`config.mk`:
```
export PLATFORM = sky130hd
export DESIGN_NAME = ysyx_22050078_mem_arbiter_flat
export DESIGN_NICKNAME = d
export VERILOG_FILES = /design/src/rtl/ysyx_22050078_mem_arbiter_pkg.sv /design/src/rtl/ysyx_22050078_mem_arbiter_if.sv /design/src/rtl/ysyx_22050078_rr_arb2.sv /design/src/rtl/ysyx_22050078_mem_arbiter.sv /design/src/flat_wrapper.sv
export SDC_FILE = /design/constraint.sdc
export NUM_CORES = 1
export LEC_CHECK = 0
export ABC_AREA = 1
export CAP_MARGIN = 40
export CORE_AREA = 2 2 208 210
export DETAILED_ROUTE_END_ITERATION = 10
export DIE_AREA = 0 0 210 212
export SETUP_SLACK_MARGIN = 0.4
export SLEW_MARGIN = 40
export SYNTH_ARGS = -nofsm -noshare
export SYNTH_HDL_FRONTEND = slang
export SYNTH_SLANG_ARGS = --single-unit
```
`constraint.sdc`:
```
create_clock -name clk -period 3.7 [get_ports clk]
set_input_delay 0.37 -clock clk [delete_from_list [all_inputs] [get_ports clk]]
set_output_delay 0.37 -clock clk [all_outputs]
set_load 0.01 [all_outputs]
```
`src/rtl/ysyx_22050078_mem_arbiter_pkg.sv`:
```
// ysyx_22050078_mem_arbiter_pkg: state/owner encodings and mask width helper for the memory arbiter
package ysyx_22050078_mem_arbiter_pkg;
    typedef enum logic [1:0] {IDLE = 2'd0, REQ = 2'd1, RSP = 2'd2} state_t;
    localparam logic OWN_IF = 1'b0;
    localparam logic OWN_LS = 1'b1;
    function automatic int mask_width(input int data_width);
        return data_width / 8;
    endfunction
endpackage

```
`src/rtl/ysyx_22050078_mem_arbiter_if.sv`:
```
// ysyx_22050078_mem_arbiter_if: IFU, LSU and memory-side handshake bundle for the arbiter
interface ysyx_22050078_mem_arbiter_if
    import ysyx_22050078_mem_arbiter_pkg::*;
#(
    parameter int ADDR_WIDTH = 64,
    parameter int DATA_WIDTH = 64
);
    localparam int MW = mask_width(DATA_WIDTH);
    logic                  if_req_valid, if_req_ready, if_rsp_valid;
    logic [ADDR_WIDTH-1:0] if_addr;
    logic [DATA_WIDTH-1:0] if_rdata;
    logic                  ls_req_valid, ls_req_ready, ls_wen, ls_rsp_valid;
    logic [ADDR_WIDTH-1:0] ls_addr;
    logic [DATA_WIDTH-1:0] ls_wdata, ls_rdata;
    logic [MW-1:0]         ls_wmask;
    logic                  mem_req_valid, mem_req_ready, mem_wen, mem_rsp_valid;
    logic [ADDR_WIDTH-1:0] mem_addr;
    logic [DATA_WIDTH-1:0] mem_wdata, mem_rdata;
    logic [MW-1:0]         mem_wmask;
    modport slave (
        input  if_req_valid, if_addr, ls_req_valid, ls_addr, ls_wen, ls_wdata, ls_wmask,
               mem_req_ready, mem_rsp_valid, mem_rdata,
        output if_req_ready, if_rsp_valid, if_rdata, ls_req_ready, ls_rsp_valid, ls_rdata,
               mem_req_valid, mem_addr, mem_wen, mem_wdata, mem_wmask
    );
    modport master (
        output if_req_valid, if_addr, ls_req_valid, ls_addr, ls_wen, ls_wdata, ls_wmask,
               mem_req_ready, mem_rsp_valid, mem_rdata,
        input  if_req_ready, if_rsp_valid, if_rdata, ls_req_ready, ls_rsp_valid, ls_rdata,
               mem_req_valid, mem_addr, mem_wen, mem_wdata, mem_wmask
    );
endinterface

```
`src/rtl/ysyx_22050078_rr_arb2.sv`:
```
// ysyx_22050078_rr_arb2: two-way round-robin grant, bit 0 = IF, bit 1 = LS, one-hot output
module ysyx_22050078_rr_arb2
    import ysyx_22050078_mem_arbiter_pkg::*;
(
    input  logic [1:0] req,
    input  logic       last,
    output logic [1:0] grant
);
    // On a tie the side that did not win last time takes the grant
    assign grant[1] = req[1] & (~req[0] | last == OWN_IF);
    assign grant[0] = req[0] & ~grant[1];
endmodule

```
`src/rtl/ysyx_22050078_mem_arbiter.sv`:
```
// ysyx_22050078_mem_arbiter: shares one memory port between IFU and LSU, one transaction in flight
module ysyx_22050078_mem_arbiter
    import ysyx_22050078_mem_arbiter_pkg::*;
#(
    parameter int ADDR_WIDTH = 64,
    parameter int DATA_WIDTH = 64
) (
    input  logic                              clk,
    input  logic                              rst_n,
    ysyx_22050078_mem_arbiter_if.slave        bus,
    output logic                              busy,
    output logic                              err
);
    localparam int MW = mask_width(DATA_WIDTH);
    state_t                state, state_nxt;
    logic                  owner, last_grant;
    logic [ADDR_WIDTH-1:0] addr_q;
    logic                  wen_q;
    logic [DATA_WIDTH-1:0] wdata_q;
    logic [MW-1:0]         wmask_q;
    logic [1:0]            grant;
    logic                  accept, rsp_fire;

    ysyx_22050078_rr_arb2 u_rr (
        .req   ({bus.ls_req_valid, bus.if_req_valid}),
        .last  (last_grant),
        .grant (grant)
    );

    // Readies are gated by rst_n so nothing is accepted while reset is asserted
    assign accept   = state == IDLE && rst_n && |grant;
    assign rsp_fire = state == RSP && bus.mem_rsp_valid;

    always_comb begin
        state_nxt = state;
        if (accept) state_nxt = REQ;
        else if (state == REQ && bus.mem_req_ready) state_nxt = RSP;
        else if (rsp_fire) state_nxt = IDLE;
        bus.if_req_ready  = accept & grant[0];
        bus.ls_req_ready  = accept & grant[1];
        bus.if_rsp_valid  = rsp_fire & owner == OWN_IF;
        bus.ls_rsp_valid  = rsp_fire & owner == OWN_LS;
        bus.if_rdata      = bus.if_rsp_valid ? bus.mem_rdata : '0;
        bus.ls_rdata      = bus.ls_rsp_valid ? bus.mem_rdata : '0;
        bus.mem_req_valid = state == REQ;
        bus.mem_addr      = addr_q;
        bus.mem_wen       = wen_q;
        bus.mem_wdata     = wdata_q;
        bus.mem_wmask     = wmask_q;
        busy              = state != IDLE;
    end

    always_ff @(posedge clk or negedge rst_n) begin
        if (!rst_n) begin
            state      <= IDLE;
            owner      <= OWN_IF;
            last_grant <= OWN_IF;
            addr_q     <= '0;
            wen_q      <= 1'b0;
            wdata_q    <= '0;
            wmask_q    <= '0;
            err        <= 1'b0;
        end else begin
            state <= state_nxt;
            if (accept) begin
                owner      <= grant[1] ? OWN_LS : OWN_IF;
                last_grant <= grant[1] ? OWN_LS : OWN_IF;
                addr_q     <= grant[1] ? bus.ls_addr : bus.if_addr;
                wen_q      <= grant[1] & bus.ls_wen;
                wdata_q    <= grant[1] ? bus.ls_wdata : '0;
                wmask_q    <= grant[1] ? bus.ls_wmask : '0;
            end
            if (bus.mem_rsp_valid && state != RSP) err <= 1'b1;
        end
    end
endmodule

```
`src/flat_wrapper.sv`:
```
// flat-port wrapper written by rule: the top's interface ports become plain ports
module ysyx_22050078_mem_arbiter_flat import ysyx_22050078_mem_arbiter_pkg::*;
#(
    parameter int ADDR_WIDTH = 64,
    parameter int DATA_WIDTH = 64
)
  (clk, rst_n, busy, err, bus_if_req_valid, bus_if_addr, bus_ls_req_valid, bus_ls_addr, bus_ls_wen, bus_ls_wdata, bus_ls_wmask, bus_mem_req_ready, bus_mem_rsp_valid, bus_mem_rdata, bus_if_req_ready, bus_if_rsp_valid, bus_if_rdata, bus_ls_req_ready, bus_ls_rsp_valid, bus_ls_rdata, bus_mem_req_valid, bus_mem_addr, bus_mem_wen, bus_mem_wdata, bus_mem_wmask);
  ysyx_22050078_mem_arbiter_if #(.ADDR_WIDTH(ADDR_WIDTH), .DATA_WIDTH(DATA_WIDTH)) bus_i ();
  input  logic clk;
  input  logic rst_n;
  output logic busy;
  output logic err;
  input wire logic [$bits(bus_i.if_req_valid)-1:0] bus_if_req_valid;
  input wire logic [$bits(bus_i.if_addr)-1:0] bus_if_addr;
  input wire logic [$bits(bus_i.ls_req_valid)-1:0] bus_ls_req_valid;
  input wire logic [$bits(bus_i.ls_addr)-1:0] bus_ls_addr;
  input wire logic [$bits(bus_i.ls_wen)-1:0] bus_ls_wen;
  input wire logic [$bits(bus_i.ls_wdata)-1:0] bus_ls_wdata;
  input wire logic [$bits(bus_i.ls_wmask)-1:0] bus_ls_wmask;
  input wire logic [$bits(bus_i.mem_req_ready)-1:0] bus_mem_req_ready;
  input wire logic [$bits(bus_i.mem_rsp_valid)-1:0] bus_mem_rsp_valid;
  input wire logic [$bits(bus_i.mem_rdata)-1:0] bus_mem_rdata;
  output wire logic [$bits(bus_i.if_req_ready)-1:0] bus_if_req_ready;
  output wire logic [$bits(bus_i.if_rsp_valid)-1:0] bus_if_rsp_valid;
  output wire logic [$bits(bus_i.if_rdata)-1:0] bus_if_rdata;
  output wire logic [$bits(bus_i.ls_req_ready)-1:0] bus_ls_req_ready;
  output wire logic [$bits(bus_i.ls_rsp_valid)-1:0] bus_ls_rsp_valid;
  output wire logic [$bits(bus_i.ls_rdata)-1:0] bus_ls_rdata;
  output wire logic [$bits(bus_i.mem_req_valid)-1:0] bus_mem_req_valid;
  output wire logic [$bits(bus_i.mem_addr)-1:0] bus_mem_addr;
  output wire logic [$bits(bus_i.mem_wen)-1:0] bus_mem_wen;
  output wire logic [$bits(bus_i.mem_wdata)-1:0] bus_mem_wdata;
  output wire logic [$bits(bus_i.mem_wmask)-1:0] bus_mem_wmask;
  assign bus_i.if_req_valid = bus_if_req_valid;
  assign bus_i.if_addr = bus_if_addr;
  assign bus_i.ls_req_valid = bus_ls_req_valid;
  assign bus_i.ls_addr = bus_ls_addr;
  assign bus_i.ls_wen = bus_ls_wen;
  assign bus_i.ls_wdata = bus_ls_wdata;
  assign bus_i.ls_wmask = bus_ls_wmask;
  assign bus_i.mem_req_ready = bus_mem_req_ready;
  assign bus_i.mem_rsp_valid = bus_mem_rsp_valid;
  assign bus_i.mem_rdata = bus_mem_rdata;
  assign bus_if_req_ready = bus_i.if_req_ready;
  assign bus_if_rsp_valid = bus_i.if_rsp_valid;
  assign bus_if_rdata = bus_i.if_rdata;
  assign bus_ls_req_ready = bus_i.ls_req_ready;
  assign bus_ls_rsp_valid = bus_i.ls_rsp_valid;
  assign bus_ls_rdata = bus_i.ls_rdata;
  assign bus_mem_req_valid = bus_i.mem_req_valid;
  assign bus_mem_addr = bus_i.mem_addr;
  assign bus_mem_wen = bus_i.mem_wen;
  assign bus_mem_wdata = bus_i.mem_wdata;
  assign bus_mem_wmask = bus_i.mem_wmask;
  ysyx_22050078_mem_arbiter #(.ADDR_WIDTH(ADDR_WIDTH), .DATA_WIDTH(DATA_WIDTH)) u_core (.clk(clk), .rst_n(rst_n), .bus(bus_i), .busy(busy), .err(err));
endmodule
```
==> results of run 1 <==
layout make-up:
type	instances	area, µm²
repair buffers	553	5539
multi-input cells	753	2960
flip-flops and latches	141	3528
well taps	546	683.2
diodes	7	17.52
fillers	4513	28890
clock buffers	21	470.5
inverters	74	280.3
clock inverters	10	138.9
how the worst max path moves through the flow:
stage,startpoint,end,slack [ns],cells after the start
2_1_floorplan,u_core.state[0]$_DFFE_PN0P_,bus_if_rdata[10],2.05,6
3_3_place_gp,bus_mem_rsp_valid,bus_if_rdata[6],0.67,6
3_5_place_dp,bus_mem_rsp_valid,bus_if_rdata[39],0.56,6
4_1_cts,u_core.state[0]$_DFFE_PN0P_,bus_if_rdata[39],0.41,6
5_1_grt,u_core.state[0]$_DFFE_PN0P_,bus_if_rdata[47],0.61,6
6_report,u_core.state[0]$_DFFE_PN0P_,bus_if_rdata[47],0.73,6
Yosys cell counts:
master	count
o21ai_0	3
dfrtp_1	141
nand2_2	2
nand3_2	1
buf_2	21
clkbuf_8	6
clkbuf_1	10
nor2_1	131
inv_2	1
nand3_1	65
nor2_2	1
nand2_1	548
nor2_4	2
buf_4	15
buf_6	11
inv_1	73
cells by family after synthesis:
family,Yosys count,synth area share (%)
AO/OA/AOI/OAI,3,0.2082
buffers and inverters,137,10.26
flip-flops,141,48.95
AND/OR/NAND/NOR,750,40.58
stage by stage:
stage	cell area, µm²	hold WS (ns)
after floorplan	7208	0.07441
after global placement	12970	0.2177
after detailed placement	12970	0.2180
after CTS	13590	0.3260
after global routing	13610	0.3530
final	13620	0.3420
per-layer routing:
metal	up-vias	GRT usage, %	routed length [µm]
li1	4079	-	-
met3	40	4.520	2439
met2	338	27.63	18160
met5	-	0	16
met1	3771	15.71	12850
met4	2	7.288	842
state kept, by name, summed over array words and instances (netlist names):
| signal | cells |
|---|---|
| u_core.state | 2 |
| u_core.bus.mem_wdata | 64 |
| u_core.bus.mem_addr | 64 |
| u_core.owner | 1 |
| u_core.err | 1 |
| u_core.bus.mem_wen | 1 |
| u_core.bus.mem_wmask | 8 |
worst max-delay path, stage by stage, from the launching register on:
cell             delay, ns
dfrtp_1               0.43
inv_1                 0.09
nand3_1               0.10
nor2_2                0.40
inv_4                 0.34
nor2_1                0.20
clkdlybuf4s50_1       0.57
timing repair:
item / CTS / global route
gates resized for setup: 0 / 1
endpoints found under the hold margin: 13 / 0
endpoints found under the setup margin: 0 / 11
hold buffers: 1 / 0
power by group:
part / switching (W) / internal, W / leakage (nW)
registers: 0.000408 / 0.00225 / 1.80
logic: 0.00192 / 0.00210 / 4.52
clock network: 0.000710 / 0.00111 / 0.299
==> impl_metrics.yaml, run 1 <==
floorplanning:
  die_y_um: 212
  core-area_mm2: 0.04251
  die-width_um: 210
  start_util_pct: 16.96
  io_pins: 543
  die-area_mm2: 0.04452
  rows: 76
worst_setup_path:
  crit_type: "reg2out"
  cp.required_ns: 3.33
  arrival_ns: 2.60
  r2r_cells: 6
  rr_startpoint: "u_core.owner$_DFFE_PN0P_"
  ff2ff_setup_slack_ns: 1.58
  r2r-end: "u_core.bus.mem_wdata[63]$_DFFE_PN0P_"
  start_kind: "flop"
  cp_max_fo: 64
  endpoint_kind: "output pin"
yosys:
  yosysSeqAreaShare_pct: 48.95
  ys_types: 16
  synth_top_area_share_pct: 48.95
  synth_area_leaders: "dfrtp_1 49%, nand2_1 29%, nor2_1 6.8%, nand3_1 4.5%, inv_1 3.8%"
  synthesis.nets: 1302
  avgSynthCellArea_um2: 6.991
  synthesis.area_mm2: 0.007208
  ys_warn_count: 0
  ys_ff_latch: 141
  synth_cells: 1031
  synth_top_area_cell: "dfrtp_1"
finish:
  syn_to_final_growth_pct: 88.93
  postLayoutCoreUtil_pct: 32.04
  fin_nets: 1811
  final_common_cell: "nand2_1"
  layout-drive-gt1-share_pct: 3.351
  layout_common_cells: "546 x nand2_1, 540 x clkdlybuf4s50_1, 141 x dfrtp_1, 130 x nor2_1, 73 x inv_1"
  stdcell_count: 2105
placement:
  dp_cells: 2066
  port_buffers: 542
  place.gp.congestion: 0.8014
  pre_cts_slack_ns: 0.5603
  hpwlAfterDp_um: 26960
clocking:
  cts_tree: "done"
  cts_max_level: 4
  clk_pin_slew_worst_paths_ns: 0.06
  post_cts_buffers: 0
  cts-root-buf: "clkbuf_16"
  cts.sinks: 141
  numCtsBuffers: 17
  clockBufferDepth: 2
  clock_latency_ns: 0.45
timing:
  fin_crit_ns: 2.972
  tns_ns: 0
  setup_violations: 0
  fin_skew_ns: 0.008571
  tightestPinTransition_ns: 0.7983
  worst_slack_ns: 0.7285
  max_freq_mhz: 336.5
  drv_slew: 0
  finalHoldViolations: 0
  maxSlewHeadroom_pct: 46.78
  fin_crit_sh_pct: 80.31
  rsz0062_at_grt: "no"
power_and_ir_drop:
  p_total_w: 0.008493
  cellPowerDensity_mw_per_mm2: 623.7
  vdd.ir_drop.worst_mv: 0.3787
  power.leakage_nw: 6.623
route:
  vias: 8230
  postRouteAntennaNets: 0
  viasPerCell: 3.910
  wl_um: 34310
  drc_errors: 0
  drt-pass1-iter-count: 6
  wl_per_cell_um: 16.30
  drt_iter0_markers: 394
global_routing:
  grt_overflow: 0
  grt_pass1_vias: 8196
  grt_pass1_wl_um: 50060
  grt_usage_pct: 15.07
  grt_start_max_net_pins: 91
  grt_antenna_before_repair: 8
run_status:
  status: "finished, final reports clean"
min_path:
  hold_class: "in2async"
flow_run:
  maxCapViolCount: 0
Power figures use the tool's default switching activity.
==> inputs of run 2 (changes only) <==
==> constraint.sdc (replaced) <==
create_clock -name clk -period 3.1 [get_ports clk]
set_input_delay 0.31 -clock clk [delete_from_list [all_inputs] [get_ports clk]]
set_output_delay 0.31 -clock clk [all_outputs]
set_load 0.01 [all_outputs]
==> run 2 against run 1 <==
Combinational power grew 21%. Worst setup slack got worse by 0.21 ns. Register-to-register slack worse by 0.36 ns. Largest cell class unchanged. Sequential power is 20% higher. Non-clock buffer count up 4. Clock skew decreased by 0.0038 ns. Flip-flop and latch count unchanged. Clock power up 23%. Cell count increased by 0.19%. Design area grew 1.0%. Utilization up 0.34 points.
==> impl_metrics.yaml, run 2 (synthesis gave the netlist of run 1 again) <==
run_status:
  status: "finished, final reports clean"
route:
  vias: 8343
  drt_iter0_markers: 488
  wl_um: 34840
  postRouteAntennaNets: 0
  wl_per_cell_um: 16.52
  viasPerCell: 3.956
  drc_errors: 0
  drt-pass1-iter-count: 5
power_and_ir_drop:
  sw_frac_of_total_pct: 35.52
  p_sw_w: 0.003655
  clkPwrFrac_pct: 21.7
  p_total_w: 0.01029
  power.leakage_nw: 6.759
  cellPowerDensity_mw_per_mm2: 747.8
  vdd.ir_drop.worst_mv: 0.4518
  comb_power_share_pct: 47.3
  internal-power_w: 0.006635
  power_frac_seq_pct: 31.0
worst_setup_path:
  r2r-end: "u_core.bus.mem_addr[34]$_DFFE_PN0P_"
  rr_startpoint: "u_core.owner$_DFFE_PN0P_"
  start_kind: "flop"
  ff2ff_setup_slack_ns: 1.22
  cp_max_fo: 43
  cp.required_ns: 2.79
  crit_type: "reg2out"
  endpoint_kind: "output pin"
  r2r_cells: 6
  arrival_ns: 2.27
timing:
  finalHoldViolations: 0
  rsz0062_at_grt: "no"
  worst_slack_ns: 0.5205
  max_freq_mhz: 387.7
  fin_crit_ns: 2.580
  tns_ns: 0
  tightestPinTransition_ns: 0.7804
  fin_skew_ns: 0.004769
  drv_slew: 0
  setup_violations: 0
  maxSlewHeadroom_pct: 47.97
  fin_crit_sh_pct: 83.21
global_routing:
  grt_start_max_net_pins: 74
  grt_pass1_vias: 8297
  grt_usage_pct: 15.11
  grt_overflow: 0
  grt_pass1_wl_um: 50410
  grt_antenna_before_repair: 13
placement:
  port_buffers: 542
  hpwlAfterDp_um: 27400
  pre_cts_slack_ns: 0.2320
  place.gp.congestion: 0.8058
clocking:
  cts_tree: "done"
  clock_latency_ns: 0.43
  cts.sinks: 141
  clockBufferDepth: 2
  clk_pin_slew_worst_paths_ns: 0.06
  cts-root-buf: "clkbuf_16"
  cts_max_level: 4
  numCtsBuffers: 17
finish:
  layout_common_cells: "546 x nand2_1, 535 x clkdlybuf4s50_1, 141 x dfrtp_1, 130 x nor2_1, 72 x inv_1"
  layout-drive-gt1-share_pct: 3.792
  syn_to_final_growth_pct: 90.90
  regArea_mm2: 0.003528
  fin_nets: 1816
  final_common_cell: "nand2_1"
  postLayoutCoreUtil_pct: 32.37
  multi_input_area_mm2: 0.002984
  fillers: 4532
floorplanning:
  die-area_mm2: 0.04452
  core-area_mm2: 0.04251
  die-width_um: 210
  start_util_pct: 16.96
  io_pins: 543
  rows: 76
  die_y_um: 212
flow_run:
  maxCapViolCount: 0
min_path:
  hold_class: "in2async"
==> run 2: changes by cell type in the layout (fill, tap and decap cells not counted), moves of 2 or more <==
cell / change
clkdlybuf4s50_1: -5
dlymetal6s2s_1: +5
buf_12: +3
clkinv_4: -2
inv_6: +2
==> run 2: per-layer routing <==
metal | up-vias | global-route usage (%) | wire length (µm)
met5 | - | 0 | 27
met4 | 4 | 5.429 | 909
met3 | 43 | 4.682 | 2309
met2 | 337 | 27.84 | 18440
met1 | 3872 | 16.26 | 13150
li1 | 4087 | - | -
==> run 2: worst max-delay path, cell delays in order, from the launching register on <==
cell and delay, ns:
dfrtp_1 0.43, inv_1 0.11, nand3_2 0.10, inv_2 0.13, nand2_8 0.13, buf_12 0.22, nor2_1 0.13, clkdlybuf4s50_1 0.56
==> run 2: layout make-up <==
type                       instances  area share, %
clock inverter                    10          1.182
clock buffer                      20          3.392
multi-input combinational        753          21.69
antenna                            7         0.1273
timing repair buffer             557          40.83
sequential                       141          25.64
inverter                          74          2.109
timing repair inverter             1        0.06365
tap                              546          4.965
==> run 2: power by group through the flow <==
stage,Combinational [W],Clock (W),Sequential [W]
after global placement,0.00487,0,0.00315
after global routing,0.00530,0.00240,0.00329
after CTS,0.00493,0.00232,0.00319
final,0.00487,0.00223,0.00319
after detailed placement,0.00490,0,0.00318
after floorplan,0.00158,0,0.00354
==> run 2: worst max path at each step <==
stage                                startpoint                to  cells after the start
detailed placement            bus_mem_rsp_valid   bus_if_rdata[7]                      6
floorplan           u_core.state[0]$_DFFE_PN0P_  bus_if_rdata[10]                      6
finish              u_core.state[0]$_DFFE_PN0P_  bus_ls_rdata[48]                      7
global placement              bus_mem_rsp_valid  bus_if_rdata[11]                      6
global route        u_core.state[0]$_DFFE_PN0P_  bus_ls_rdata[48]                      7
CTS                 u_core.state[0]$_DFFE_PN0P_   bus_if_rdata[7]                      6
==> run 2: through the flow <==
| step | hold WS [ns] | std cells | cell area [µm²] |
|---|---|---|---|
| finish | 0.3197 | 2109 | 13760 |
| CTS | 0.2896 | 2100 | 13670 |
| floorplan | 0.01441 | 1031 | 7208 |
| global placement | 0.1761 | 2069 | 13020 |
| detailed placement | 0.1735 | 2069 | 13020 |
| global route | 0.3220 | 2108 | 13760 |
==> run 2: what timing repair did <==
item                                   CTS  global route
buffers inserted                         0             1
gates cloned                             0             1
hold buffers                             1             0
setup endpoints to repair              107           107
endpoints found under the hold margin   17             0
pin swaps                                0             1
gates resized for setup                  4            11
==> inputs of run 3 (changes only) <==
==> constraint.sdc (replaced) <==
create_clock -name clk -period 2.7 [get_ports clk]
set_input_delay 0.27 -clock clk [delete_from_list [all_inputs] [get_ports clk]]
set_output_delay 0.27 -clock clk [all_outputs]
set_load 0.01 [all_outputs]
==> run 3 against run 2 <==
Flip-flop and latch count unchanged. Clock power increased by 9.9%. Via count increased by 0.49%. First-iteration DRC count decreased by 4.7%. Power increased by 12%. Clock-buffer cell count increased by 1. Sequential power increased by 13%. Cell count about the same. Global-route usage decreased by 0.24 points. Hold slack got worse by 0.029 ns.
==> impl_metrics.yaml, run 3 (synthesis gave the netlist of run 1 again) <==
worst_setup_path:
  arrival_ns: 1.83
  crit_type: "reg2out"
  endpoint_kind: "output pin"
  start_kind: "flop"
  rr_startpoint: "u_core.state[0]$_DFFE_PN0P_"
  cp.required_ns: 2.43
  startpoint: "u_core.state[0]$_DFFE_PN0P_"
  cp_max_fo: 64
flow_run:
  maxCapViolCount: 0
power_and_ir_drop:
  vdd.ir_drop.worst_mv: 0.5028
  comb_power_share_pct: 47.5
  sw_frac_of_total_pct: 35.90
  p_sw_w: 0.004147
  power_frac_seq_pct: 31.3
  power.leakage_nw: 7.940
  cellPowerDensity_mw_per_mm2: 841.4
  clkPwrFrac_pct: 21.2
  internal-power_w: 0.007405
finish:
  final_common_cell: "nand2_1"
  layout_common_cells: "546 x nand2_1, 409 x clkdlybuf4s50_1, 141 x dfrtp_1, 131 x nor2_1, 73 x inv_1"
  syn_to_final_growth_pct: 90.47
  postLayoutCoreUtil_pct: 32.30
  multi_input_area_mm2: 0.002958
  layout-drive-gt1-share_pct: 3.784
  fin_nets: 1818
  regArea_mm2: 0.003528
  final_area_mm2: 0.01373
  fillers: 4517
route:
  drc_errors: 0
  vias: 8384
  wl_per_cell_um: 16.36
  drt-pass1-iter-count: 5
  drt_iter0_markers: 465
  postRouteAntennaNets: 0
  viasPerCell: 3.977
  wl_um: 34490
placement:
  pre_cts_slack_ns: 0.3767
  place.gp.congestion: 0.8044
  hpwlAfterDp_um: 27160
  port_buffers: 542
  place_area_mm2: 0.01304
timing:
  tightestPinTransition_ns: 0.8293
  drv_slew: 0
  tns_ns: 0
  max_freq_mhz: 475.7
  worst_slack_ns: 0.5978
  fin_crit_ns: 2.102
  setup_violations: 0
  fin_skew_ns: 0.01140
  fin_crit_sh_pct: 77.86
  maxSlewHeadroom_pct: 44.72
  finalHoldViolations: 0
  rsz0062_at_grt: "no"
clocking:
  clk_pin_slew_worst_paths_ns: 0.06
  numCtsBuffers: 17
  clockBufferDepth: 2
  cts.sinks: 141
  cts-root-buf: "clkbuf_16"
  cts_max_level: 4
  clock_latency_ns: 0.43
  cts_tree: "done"
global_routing:
  grt_pass1_vias: 8131
  grt_antenna_before_repair: 10
  grt_overflow: 0
  grt_pass1_wl_um: 49650
  grt_usage_pct: 14.86
  grt_start_max_net_pins: 77
floorplanning:
  die_y_um: 212
  start_util_pct: 16.96
  die-area_mm2: 0.04452
  io_pins: 543
  die-width_um: 210
  core-area_mm2: 0.04251
  rows: 76
run_status:
  status: "finished, final reports clean"
min_path:
  hold_class: "in2async"
==> run 3: changes by cell type in the layout (fill, tap and decap cells not counted), sizes merged <==
cell	change
dlygate4sd2	+67
bufinv	-1
diode	-4
dlymetal6s2s	+47
clkdlybuf4s50	-126
clkinvlp	+1
inv	-1
buf	+3
clkdlybuf4s15	+10
clkbuf	+3
==> run 3: what timing repair did <==
action,CTS,global route
endpoints found under the setup margin,129,64
resized for setup,79,66
hold buffers,1,0
setup buffers,2,0
hold endpoints to repair,19,0
==> run 3: final cells by class <==
cell class	count	share of cell area (%)
Antenna cell	3	0.05468
Clock buffer	21	3.354
Clock inverter	10	1.021
Inverter	74	2.023
Multi-Input combinational cell	753	21.54
Sequential cell	141	25.70
Tap cell	546	4.976
Timing Repair Buffer	560	41.33
==> run 3: critical path, stage by stage (launching register included) <==
cell           delay [ns]
dfrtp_1              0.38
inv_1                0.07
nand3_1              0.08
nor2_1               0.10
buf_4                0.14
inv_2                0.04
buf_12               0.18
nor2_1               0.12
dlygate4sd2_1        0.28
==> run 3: routing by layer <==
layer  vias up  global-route usage (%)  part of all wire, %  routed length (µm)
met5         -                       0                 0.12                  43
met4         6                   5.258                  2.5                 852
met3        44                   4.549                  7.2                2497
met2       378                   27.75                   53               18200
met1      3872                   15.78                   37               12900
li1       4084                       -                    -                   -
==> run 3: power by group through the flow <==
stage | registers (W) | logic [W] | clock network, W
floorplan | 0.00406 | 0.00181 | 0
global placement | 0.00362 | 0.00560 | 0
finish | 0.00362 | 0.00549 | 0.00245
detailed placement | 0.00364 | 0.00564 | 0
global route | 0.00374 | 0.00597 | 0.00263
CTS | 0.00362 | 0.00560 | 0.00255
==> run 3: metrics by stage <==
step / std cells / total power (W) / hold slack, ns
finish: 2108 / 0.01155 / 0.2909
global placement: 2070 / 0.009216 / 0.1390
global route: 2108 / 0.01234 / 0.2896
detailed placement: 2070 / 0.009281 / 0.1425
floorplan: 1031 / 0.005872 / -0.02559
CTS: 2104 / 0.01177 / 0.2646
==> run 3: worst paths after layout <==
check / to / slack [ns] / depth (start not counted)
setup reg to reg: u_core.bus.mem_addr[34]$_DFFE_PN0P_ / 0.97 / 7
min in group clk: u_core.bus.mem_wdata[32]$_DFFE_PN0P_ / 0.37 / 3
max in group asynchronous: u_core.bus.mem_addr[27]$_DFFE_PN0P_ / 1.49 / 3
hold / removal: u_core.bus.mem_wdata[38]$_DFFE_PN0P_ / 0.29 / 2
setup / recovery: bus_if_rdata[3] / 0.60 / 8
hold reg to reg: u_core.bus.mem_addr[46]$_DFFE_PN0P_ / 0.47 / 2
